--- config.mk ---
export PLATFORM = sky130hd
export DESIGN_NAME = control_unit
export DESIGN_NICKNAME = d
export VERILOG_FILES = /design/src/rtl/cpu_defs.sv /design/src/rtl/control_decode.sv /design/src/rtl/control_unit.sv
export SDC_FILE = /design/constraint.sdc
export NUM_CORES = 1
export LEC_CHECK = 0
export BUFFER_PORTS_ARGS = -buffer_cell sky130_fd_sc_hd__buf_2
export CAP_MARGIN = 20
export CORE_ASPECT_RATIO = 1.2
export CORE_MARGIN = 2
export CORE_UTILIZATION = 47
export CTS_BUF_LIST = sky130_fd_sc_hd__clkbuf_8
export DETAILED_ROUTE_END_ITERATION = 8
export GPL_TIMING_DRIVEN = 0
export PLACE_DENSITY = 0.84
export SLEW_MARGIN = 5
export SYNTH_ARGS = -nofsm -noshare
export SYNTH_HDL_FRONTEND = slang
export SYNTH_SLANG_ARGS = --single-unit
--- constraint.sdc ---
create_clock -name clk -period 2.95 [get_ports clk]
set_input_delay 0.885 -clock clk [delete_from_list [all_inputs] [get_ports clk]]
set_output_delay 0.885 -clock clk [all_outputs]
set_load 0.01 [all_outputs]
--- src/rtl/cpu_defs.sv ---
// Shared definitions for the control unit: state encoding, opcodes, ALU codes, control word.
// Latency: n/a (types, constants and pure helper functions only).
// Backpressure: n/a.
package cpu_defs;

    typedef enum logic [3:0] {
        ST_RESET = 4'd0,
        ST_T0    = 4'd1,
        ST_T1    = 4'd2,
        ST_T2    = 4'd3,
        ST_T3    = 4'd4,
        ST_T4    = 4'd5,
        ST_T5    = 4'd6,
        ST_T6    = 4'd7,
        ST_T7    = 4'd8,
        ST_HALT  = 4'd9
    } state_t;

    typedef logic [4:0] opcode_t;

    localparam opcode_t OP_LD   = 5'b00000;
    localparam opcode_t OP_LDI  = 5'b00001;
    localparam opcode_t OP_ST   = 5'b00010;
    localparam opcode_t OP_ADD  = 5'b00011;
    localparam opcode_t OP_SUB  = 5'b00100;
    localparam opcode_t OP_AND  = 5'b00101;
    localparam opcode_t OP_OR   = 5'b00110;
    localparam opcode_t OP_ADDI = 5'b01011;
    localparam opcode_t OP_ANDI = 5'b01100;
    localparam opcode_t OP_ORI  = 5'b01101;
    localparam opcode_t OP_BR   = 5'b10011;
    localparam opcode_t OP_JR   = 5'b10100;
    localparam opcode_t OP_JAL  = 5'b10101;
    localparam opcode_t OP_IN   = 5'b10110;
    localparam opcode_t OP_OUT  = 5'b10111;
    localparam opcode_t OP_MFHI = 5'b11000;
    localparam opcode_t OP_MFLO = 5'b11001;
    localparam opcode_t OP_NOP  = 5'b11010;
    localparam opcode_t OP_HALT = 5'b11011;

    localparam logic [4:0] ALU_NONE = 5'd0;
    localparam logic [4:0] ALU_ADD  = 5'd2;
    localparam logic [4:0] ALU_SUB  = 5'd3;
    localparam logic [4:0] ALU_AND  = 5'd4;
    localparam logic [4:0] ALU_OR   = 5'd5;
    localparam logic [4:0] ALU_INC  = 5'd12;

    // Full control word produced by the decoder each cycle.
    typedef struct packed {
        logic       run;
        logic [4:0] alu_control;
        logic       pc_out;
        logic       zlow_out;
        logic       zhigh_out;
        logic       mdr_out;
        logic       hi_out;
        logic       lo_out;
        logic       inport_out;
        logic       c_out;
        logic       ba_out;
        logic       mar_in;
        logic       mdr_in;
        logic       ir_in;
        logic       y_in;
        logic       z_in;
        logic       pc_in;
        logic       hi_in;
        logic       lo_in;
        logic       con_in;
        logic       outport_in;
        logic       r_in;
        logic       gra;
        logic       grb;
        logic       grc;
        logic       r_out;
        logic       read;
        logic       write;
    } ctrl_t;

    // Final T-state of each instruction; nop and undefined opcodes end at T2.
    function automatic state_t last_state(input opcode_t op);
        case (op)
            OP_ADD, OP_SUB, OP_AND, OP_OR,
            OP_ADDI, OP_ANDI, OP_ORI, OP_LDI:  return ST_T5;
            OP_LD, OP_ST:                      return ST_T7;
            OP_BR:                             return ST_T6;
            OP_JAL:                            return ST_T4;
            OP_JR, OP_IN, OP_OUT,
            OP_MFHI, OP_MFLO:                  return ST_T3;
            default:                           return ST_T2;
        endcase
    endfunction

    // ALU operation used in the execute step of arithmetic/logic instructions.
    function automatic logic [4:0] alu_code(input opcode_t op);
        case (op)
            OP_ADD, OP_ADDI: return ALU_ADD;
            OP_SUB:          return ALU_SUB;
            OP_AND, OP_ANDI: return ALU_AND;
            OP_OR, OP_ORI:   return ALU_OR;
            default:         return ALU_NONE;
        endcase
    endfunction

endpackage

--- src/rtl/control_decode.sv ---
// Combinational decode of (state, opcode, con_ff) into the datapath control word.
// Latency: zero cycles (pure combinational).
// Backpressure: none; outputs follow inputs every cycle.
// Ports: i_state current FSM state, i_opcode ir[31:27], i_con_ff branch condition, o_ctrl control word.
module control_decode
    import cpu_defs::*;
(
    input  state_t  i_state,
    input  opcode_t i_opcode,
    input  logic    i_con_ff,
    output ctrl_t   o_ctrl
);

    always_comb begin
        o_ctrl     = '0;
        o_ctrl.run = (i_state != ST_RESET) && (i_state != ST_HALT);

        case (i_state)
            ST_T0: begin
                o_ctrl.pc_out      = 1'b1;
                o_ctrl.mar_in      = 1'b1;
                o_ctrl.z_in        = 1'b1;
                o_ctrl.alu_control = ALU_INC;
            end
            ST_T1: begin
                o_ctrl.zlow_out = 1'b1;
                o_ctrl.pc_in    = 1'b1;
                o_ctrl.read     = 1'b1;
                o_ctrl.mdr_in   = 1'b1;
            end
            ST_T2: begin
                o_ctrl.mdr_out = 1'b1;
                o_ctrl.ir_in   = 1'b1;
            end
            ST_T3: begin
                case (i_opcode)
                    OP_ADD, OP_SUB, OP_AND, OP_OR,
                    OP_ADDI, OP_ANDI, OP_ORI: begin
                        o_ctrl.grb   = 1'b1;
                        o_ctrl.r_out = 1'b1;
                        o_ctrl.y_in  = 1'b1;
                    end
                    // Base-address path: BAout reads Rb but forces 0 when Rb is R0.
                    OP_LDI, OP_LD, OP_ST: begin
                        o_ctrl.grb    = 1'b1;
                        o_ctrl.ba_out = 1'b1;
                        o_ctrl.y_in   = 1'b1;
                    end
                    OP_BR: begin
                        o_ctrl.gra    = 1'b1;
                        o_ctrl.r_out  = 1'b1;
                        o_ctrl.con_in = 1'b1;
                    end
                    OP_JR: begin
                        o_ctrl.gra   = 1'b1;
                        o_ctrl.r_out = 1'b1;
                        o_ctrl.pc_in = 1'b1;
                    end
                    // Link register (Rb) captures the return PC first.
                    OP_JAL: begin
                        o_ctrl.pc_out = 1'b1;
                        o_ctrl.grb    = 1'b1;
                        o_ctrl.r_in   = 1'b1;
                    end
                    OP_IN: begin
                        o_ctrl.inport_out = 1'b1;
                        o_ctrl.gra        = 1'b1;
                        o_ctrl.r_in       = 1'b1;
                    end
                    OP_OUT: begin
                        o_ctrl.gra        = 1'b1;
                        o_ctrl.r_out      = 1'b1;
                        o_ctrl.outport_in = 1'b1;
                    end
                    OP_MFHI: begin
                        o_ctrl.hi_out = 1'b1;
                        o_ctrl.gra    = 1'b1;
                        o_ctrl.r_in   = 1'b1;
                    end
                    OP_MFLO: begin
                        o_ctrl.lo_out = 1'b1;
                        o_ctrl.gra    = 1'b1;
                        o_ctrl.r_in   = 1'b1;
                    end
                    default: ;
                endcase
            end
            ST_T4: begin
                case (i_opcode)
                    OP_ADD, OP_SUB, OP_AND, OP_OR: begin
                        o_ctrl.grc         = 1'b1;
                        o_ctrl.r_out       = 1'b1;
                        o_ctrl.z_in        = 1'b1;
                        o_ctrl.alu_control = alu_code(i_opcode);
                    end
                    OP_ADDI, OP_ANDI, OP_ORI: begin
                        o_ctrl.c_out       = 1'b1;
                        o_ctrl.z_in        = 1'b1;
                        o_ctrl.alu_control = alu_code(i_opcode);
                    end
                    OP_LDI, OP_LD, OP_ST: begin
                        o_ctrl.c_out       = 1'b1;
                        o_ctrl.z_in        = 1'b1;
                        o_ctrl.alu_control = ALU_ADD;
                    end
                    OP_BR: begin
                        o_ctrl.pc_out = 1'b1;
                        o_ctrl.y_in   = 1'b1;
                    end
                    OP_JAL: begin
                        o_ctrl.gra   = 1'b1;
                        o_ctrl.r_out = 1'b1;
                        o_ctrl.pc_in = 1'b1;
                    end
                    default: ;
                endcase
            end
            ST_T5: begin
                case (i_opcode)
                    OP_ADD, OP_SUB, OP_AND, OP_OR,
                    OP_ADDI, OP_ANDI, OP_ORI, OP_LDI: begin
                        o_ctrl.zlow_out = 1'b1;
                        o_ctrl.gra      = 1'b1;
                        o_ctrl.r_in     = 1'b1;
                    end
                    OP_LD, OP_ST: begin
                        o_ctrl.zlow_out = 1'b1;
                        o_ctrl.mar_in   = 1'b1;
                    end
                    OP_BR: begin
                        o_ctrl.c_out       = 1'b1;
                        o_ctrl.z_in        = 1'b1;
                        o_ctrl.alu_control = ALU_ADD;
                    end
                    default: ;
                endcase
            end
            ST_T6: begin
                case (i_opcode)
                    OP_LD: begin
                        o_ctrl.read   = 1'b1;
                        o_ctrl.mdr_in = 1'b1;
                    end
                    OP_ST: begin
                        o_ctrl.gra    = 1'b1;
                        o_ctrl.r_out  = 1'b1;
                        o_ctrl.mdr_in = 1'b1;
                    end
                    // Untaken branch leaves this cycle completely idle.
                    OP_BR: begin
                        o_ctrl.zlow_out = i_con_ff;
                        o_ctrl.pc_in    = i_con_ff;
                    end
                    default: ;
                endcase
            end
            ST_T7: begin
                case (i_opcode)
                    OP_LD: begin
                        o_ctrl.mdr_out = 1'b1;
                        o_ctrl.gra     = 1'b1;
                        o_ctrl.r_in    = 1'b1;
                    end
                    OP_ST: begin
                        o_ctrl.write = 1'b1;
                    end
                    default: ;
                endcase
            end
            default: ;
        endcase
    end

endmodule

--- src/rtl/control_unit.sv ---
// Hardwired control unit: RESET/T0..T7/HALT state machine driving the datapath control strobes.
// Latency: state advances one T-step per clk; outputs are combinational from state and opcode.
// Backpressure: none; every T-state lasts exactly one cycle, clr=0 aborts to RESET at the next edge.
// Ports: clk, clr (sync active-low), ir/con_ff from the datapath; bus-source enables, register
//        load enables, register-file selects, memory strobes, ALU_Control and run to the datapath.
module control_unit
    import cpu_defs::*;
(
    input  logic        clk,
    input  logic        clr,
    input  logic [31:0] ir,
    input  logic        con_ff,
    output logic        PCout,
    output logic        Zlowout,
    output logic        Zhighout,
    output logic        MDRout,
    output logic        HIout,
    output logic        LOout,
    output logic        InPortout,
    output logic        Cout,
    output logic        BAout,
    output logic        MARin,
    output logic        MDRin,
    output logic        IRin,
    output logic        Yin,
    output logic        Zin,
    output logic        PCin,
    output logic        HIin,
    output logic        LOin,
    output logic        CONin,
    output logic        OutportIn,
    output logic        Rin,
    output logic        Gra,
    output logic        Grb,
    output logic        Grc,
    output logic        Rout,
    output logic        Read,
    output logic        Write,
    output logic [4:0]  ALU_Control,
    output logic        run
);

    state_t  r_state;
    state_t  w_next_state;
    opcode_t w_opcode;
    ctrl_t   w_ctrl;
    logic    w_unused_ir;

    assign w_opcode    = ir[31:27];
    assign w_unused_ir = ^ir[26:0];

    always_ff @(posedge clk) begin
        if (!clr) begin
            r_state <= ST_RESET;
        end else begin
            r_state <= w_next_state;
        end
    end

    // T2 onward: step through T-states until the opcode's final state, then refetch.
    always_comb begin
        w_next_state = r_state;
        case (r_state)
            ST_RESET: w_next_state = ST_T0;
            ST_T0:    w_next_state = ST_T1;
            ST_T1:    w_next_state = ST_T2;
            ST_T2, ST_T3, ST_T4, ST_T5, ST_T6, ST_T7: begin
                if (r_state == ST_T2 && w_opcode == OP_HALT) begin
                    w_next_state = ST_HALT;
                end else if (r_state == ST_T7 || r_state == last_state(w_opcode)) begin
                    w_next_state = ST_T0;
                end else begin
                    w_next_state = state_t'(r_state + 4'd1);
                end
            end
            ST_HALT:  w_next_state = ST_HALT;
            default:  w_next_state = ST_RESET;
        endcase
    end

    control_decode u_decode (
        .i_state  (r_state),
        .i_opcode (w_opcode),
        .i_con_ff (con_ff),
        .o_ctrl   (w_ctrl)
    );

    assign PCout       = w_ctrl.pc_out;
    assign Zlowout     = w_ctrl.zlow_out;
    assign Zhighout    = w_ctrl.zhigh_out;
    assign MDRout      = w_ctrl.mdr_out;
    assign HIout       = w_ctrl.hi_out;
    assign LOout       = w_ctrl.lo_out;
    assign InPortout   = w_ctrl.inport_out;
    assign Cout        = w_ctrl.c_out;
    assign BAout       = w_ctrl.ba_out;
    assign MARin       = w_ctrl.mar_in;
    assign MDRin       = w_ctrl.mdr_in;
    assign IRin        = w_ctrl.ir_in;
    assign Yin         = w_ctrl.y_in;
    assign Zin         = w_ctrl.z_in;
    assign PCin        = w_ctrl.pc_in;
    assign HIin        = w_ctrl.hi_in;
    assign LOin        = w_ctrl.lo_in;
    assign CONin       = w_ctrl.con_in;
    assign OutportIn   = w_ctrl.outport_in;
    assign Rin         = w_ctrl.r_in;
    assign Gra         = w_ctrl.gra;
    assign Grb         = w_ctrl.grb;
    assign Grc         = w_ctrl.grc;
    assign Rout        = w_ctrl.r_out;
    assign Read        = w_ctrl.read;
    assign Write       = w_ctrl.write;
    assign ALU_Control = w_ctrl.alu_control;
    assign run         = w_ctrl.run;

endmodule

==> flow_summary.toml <==
[synthesis]
syn_area_um2 = 1230
synth.top_cell.area_share_pct = 7.64
async_reset_ff_share_pct = 0
synth.distinct_cells = 58
synth.most_common_cell = "nand2_1"
synth-seq-cells = 4
synth_edf_count = 0
ys_seq_area_share_pct = 6.52
yosys.area.top_type = "nand2_1"
synth.top_cells.by_count = "25 x nand2_1, 18 x a21oi_1, 18 x nor2_1"
yosysWarnings = 0
syn_inst = 192
synth_ff_type = "dfxtp_1"
yosys-top-cells-area = "nand2_1 7.6%, a21oi_1 7.3%, dfxtp_1 6.5%"
syn_avg_cell_area_um2 = 6.40

[global_routing]
first_global_vias = 1623
antenna_found_initial = 0
grt_use_total_pct = 31.3
gr-total-overflow = 0
grt_pass1_wl_um = 7330
grt_max_degree = 13

[timing]
slew_headroom_pct = 62.2
setup_ws_ns = -0.300
setup_viol = 15
fin_worst_skew_ns = 0.000750
finalHoldViolCount = 0
tightest_slew_ns = 0.567
max_freq_mhz = 308
rsz0062_at_grt = "yes"
min_period_ns = 3.25
slew_violations = 0
hold_slack_ns = 0.521
fin_crit_sh_pct = 110

[floorplanning]
io_pins = 67
num_rows = 20
initial_core_util_pct = 49.1
die_area_um2 = 3040
dieWidth_um = 50.7
die_y_um = 60.0
core_um2 = 2500

[routing]
drc_errors = 0
first_pass_iters = 4
vias = 1847
drt_wl_total_um = 5290
antenna_left = 0
drt_iter0_drc = 164
via_per_inst = 6.50
wl_per_cell_um = 18.6

[clock_tree]
ctsHoldBuffers = 0
cts_buffers = 3
clk_latency_ns = 0.22
root_buffer = "clkbuf_8"
clk_path_buf_depth = 2
cts.sinks = 4
cts.clk_slew.worst_paths_ns = 0.03
htreeDepth = 1
cts_tree = "built"

[critical_path]
r2r_start = "r_state[0]"
path_cells = "buf_4 > or4_4 > nor4_4 > nand2b_1 > o21ai_1 > nor2_2 > nand2_1 > buf_2"
worstReg2RegEnd = "r_state[0]"
crit_buf_inv = 2
crit_start = "ir[27]"
r2r_slack_ns = 1.14
crit_family = "simple AND/OR/NAND/NOR gates"
critPathMaxStageDelay_ns = 0.55
cpMaxStageDelayCell = "or4_4"
cp.depth = 8
crit_type = "input pin to output pin"
crit_end = "Gra"
start_kind = "input pin"
cp-end-kind = "output pin"
worstRegToRegCells = 6
worstPathRequired_ns = 2.07
path_max_fanout = 12
arrival_ns = 2.36

[placement]
gp_congestion = 1.00
dpl.hpwl_um = 2910
port_buffers = 35
dpl-instance-area_um2 = 1460

[status]
violations = "negative setup slack"
status = "finished with violations"

[pwr]
ir_drop_uv = 450
power_mw = 0.834
power_density_nw_per_um2 = 438
p_leak_nw = 0.893

[finish]
top_regs = "r_state (4)"
area_delta_synth_final_pct = 55.0
drive_above_1_share_pct = 45.4
largest_reg_flops = 4
post-route-cell-area_um2 = 1900
final_nets = 292
regMostFlops = "r_state"
num-fill-cells = 168
antennaDiodeCount = 0

[flow_run]
drv_cap = 0

[worst_hold_path]
hold_path.class = "flip-flop to flip-flop"
[how the worst min path moves through the flow]
stage                          start    endpoint  slack [ns]  cells after the start
after floorplan           r_state[0]  r_state[0]        0.46                      1
after global placement    r_state[0]  r_state[0]        0.50                      1
after detailed placement  r_state[0]  r_state[0]        0.50                      1
after CTS                 r_state[0]  r_state[0]        0.51                      1
after global routing      r_state[0]  r_state[0]        0.56                      1
final                     r_state[0]  r_state[0]        0.52                      1
[final cells by class]
class | count | area [µm²] | share of cell area (%)
timing repair buffer | 55 | 398 | 20.9
buffer | 19 | 178 | 9.33
tap | 33 | 41.3 | 2.17
inverter | 7 | 26.3 | 1.38
multi-input combinational | 163 | 1140 | 59.8
clock buffer | 3 | 41.3 | 2.17
sequential | 4 | 81.3 | 4.27
[power by group]
group	total, mW	switching, mW	internal (mW)
registers	0.0912	0.0213	0.0698
logic	0.626	0.374	0.252
clock network	0.118	0.0305	0.0871
total	0.834	0.426	0.409
[per-stage QoR]
step	setup TNS [ns]	std cells	util (%)	setup slack, ns
after floorplan	0	195	-	0.0271
after global placement	-2.51	263	58.2	-0.344
after detailed placement	-2.45	263	58.2	-0.338
after CTS	-0.750	271	66.6	-0.165
after global routing	-2.20	284	76.1	-0.343
final	-1.76	284	76.1	-0.300
[per-layer routing]
metal / vias up / track usage, % / part of all wire, %
met1: 833 / 36.9 / 36
li1: 807 / - / -
met4: 0 / 19.7 / 5.3
met3: 38 / 3.25 / 10
met2: 169 / 54.1 / 49
met5: - / 0 / 0
[repair_timing]
item / CTS / global route
resized for setup: 34 / 34
buffers inserted: 5 / 13
endpoints found under the setup margin: 17 / 17
pin swaps: 7 / 8
cloned: 1 / 1
[layout by cell type, fill, tap and decap left out, drive strengths merged, types with 2 or more instances in the layout]
master   n
a21o     2
dfxtp    4
and2     2
nor3     7
buf     68
o22ai    2
or3      4
a41o     2
clkbuf   9
a211o    2
o21bai   2
nor3b    3
or2b     2
nand2   26
ha       4
o21ai   16
inv      7
nor2b    4
nor2    18
a31oi    3
a21oi   19
nand3b   3
o211ai   2
conb     4
nand3    3
nand2b   5
xnor2    3
nor4     5
[logic make-up (layout without fill, tap and decap cells)]
logic type	after synthesis	count (layout)	share of synthesized area [%]
compound gates	62	62	33.6
xor+xnor	4	4	2.85
fa+ha+maj	4	4	4.07
buf+inv	28	84	13.1
flops	4	4	6.52
other cells	1	4	0.305
simple gates	89	89	39.5
Power figures use the tool's default switching activity.
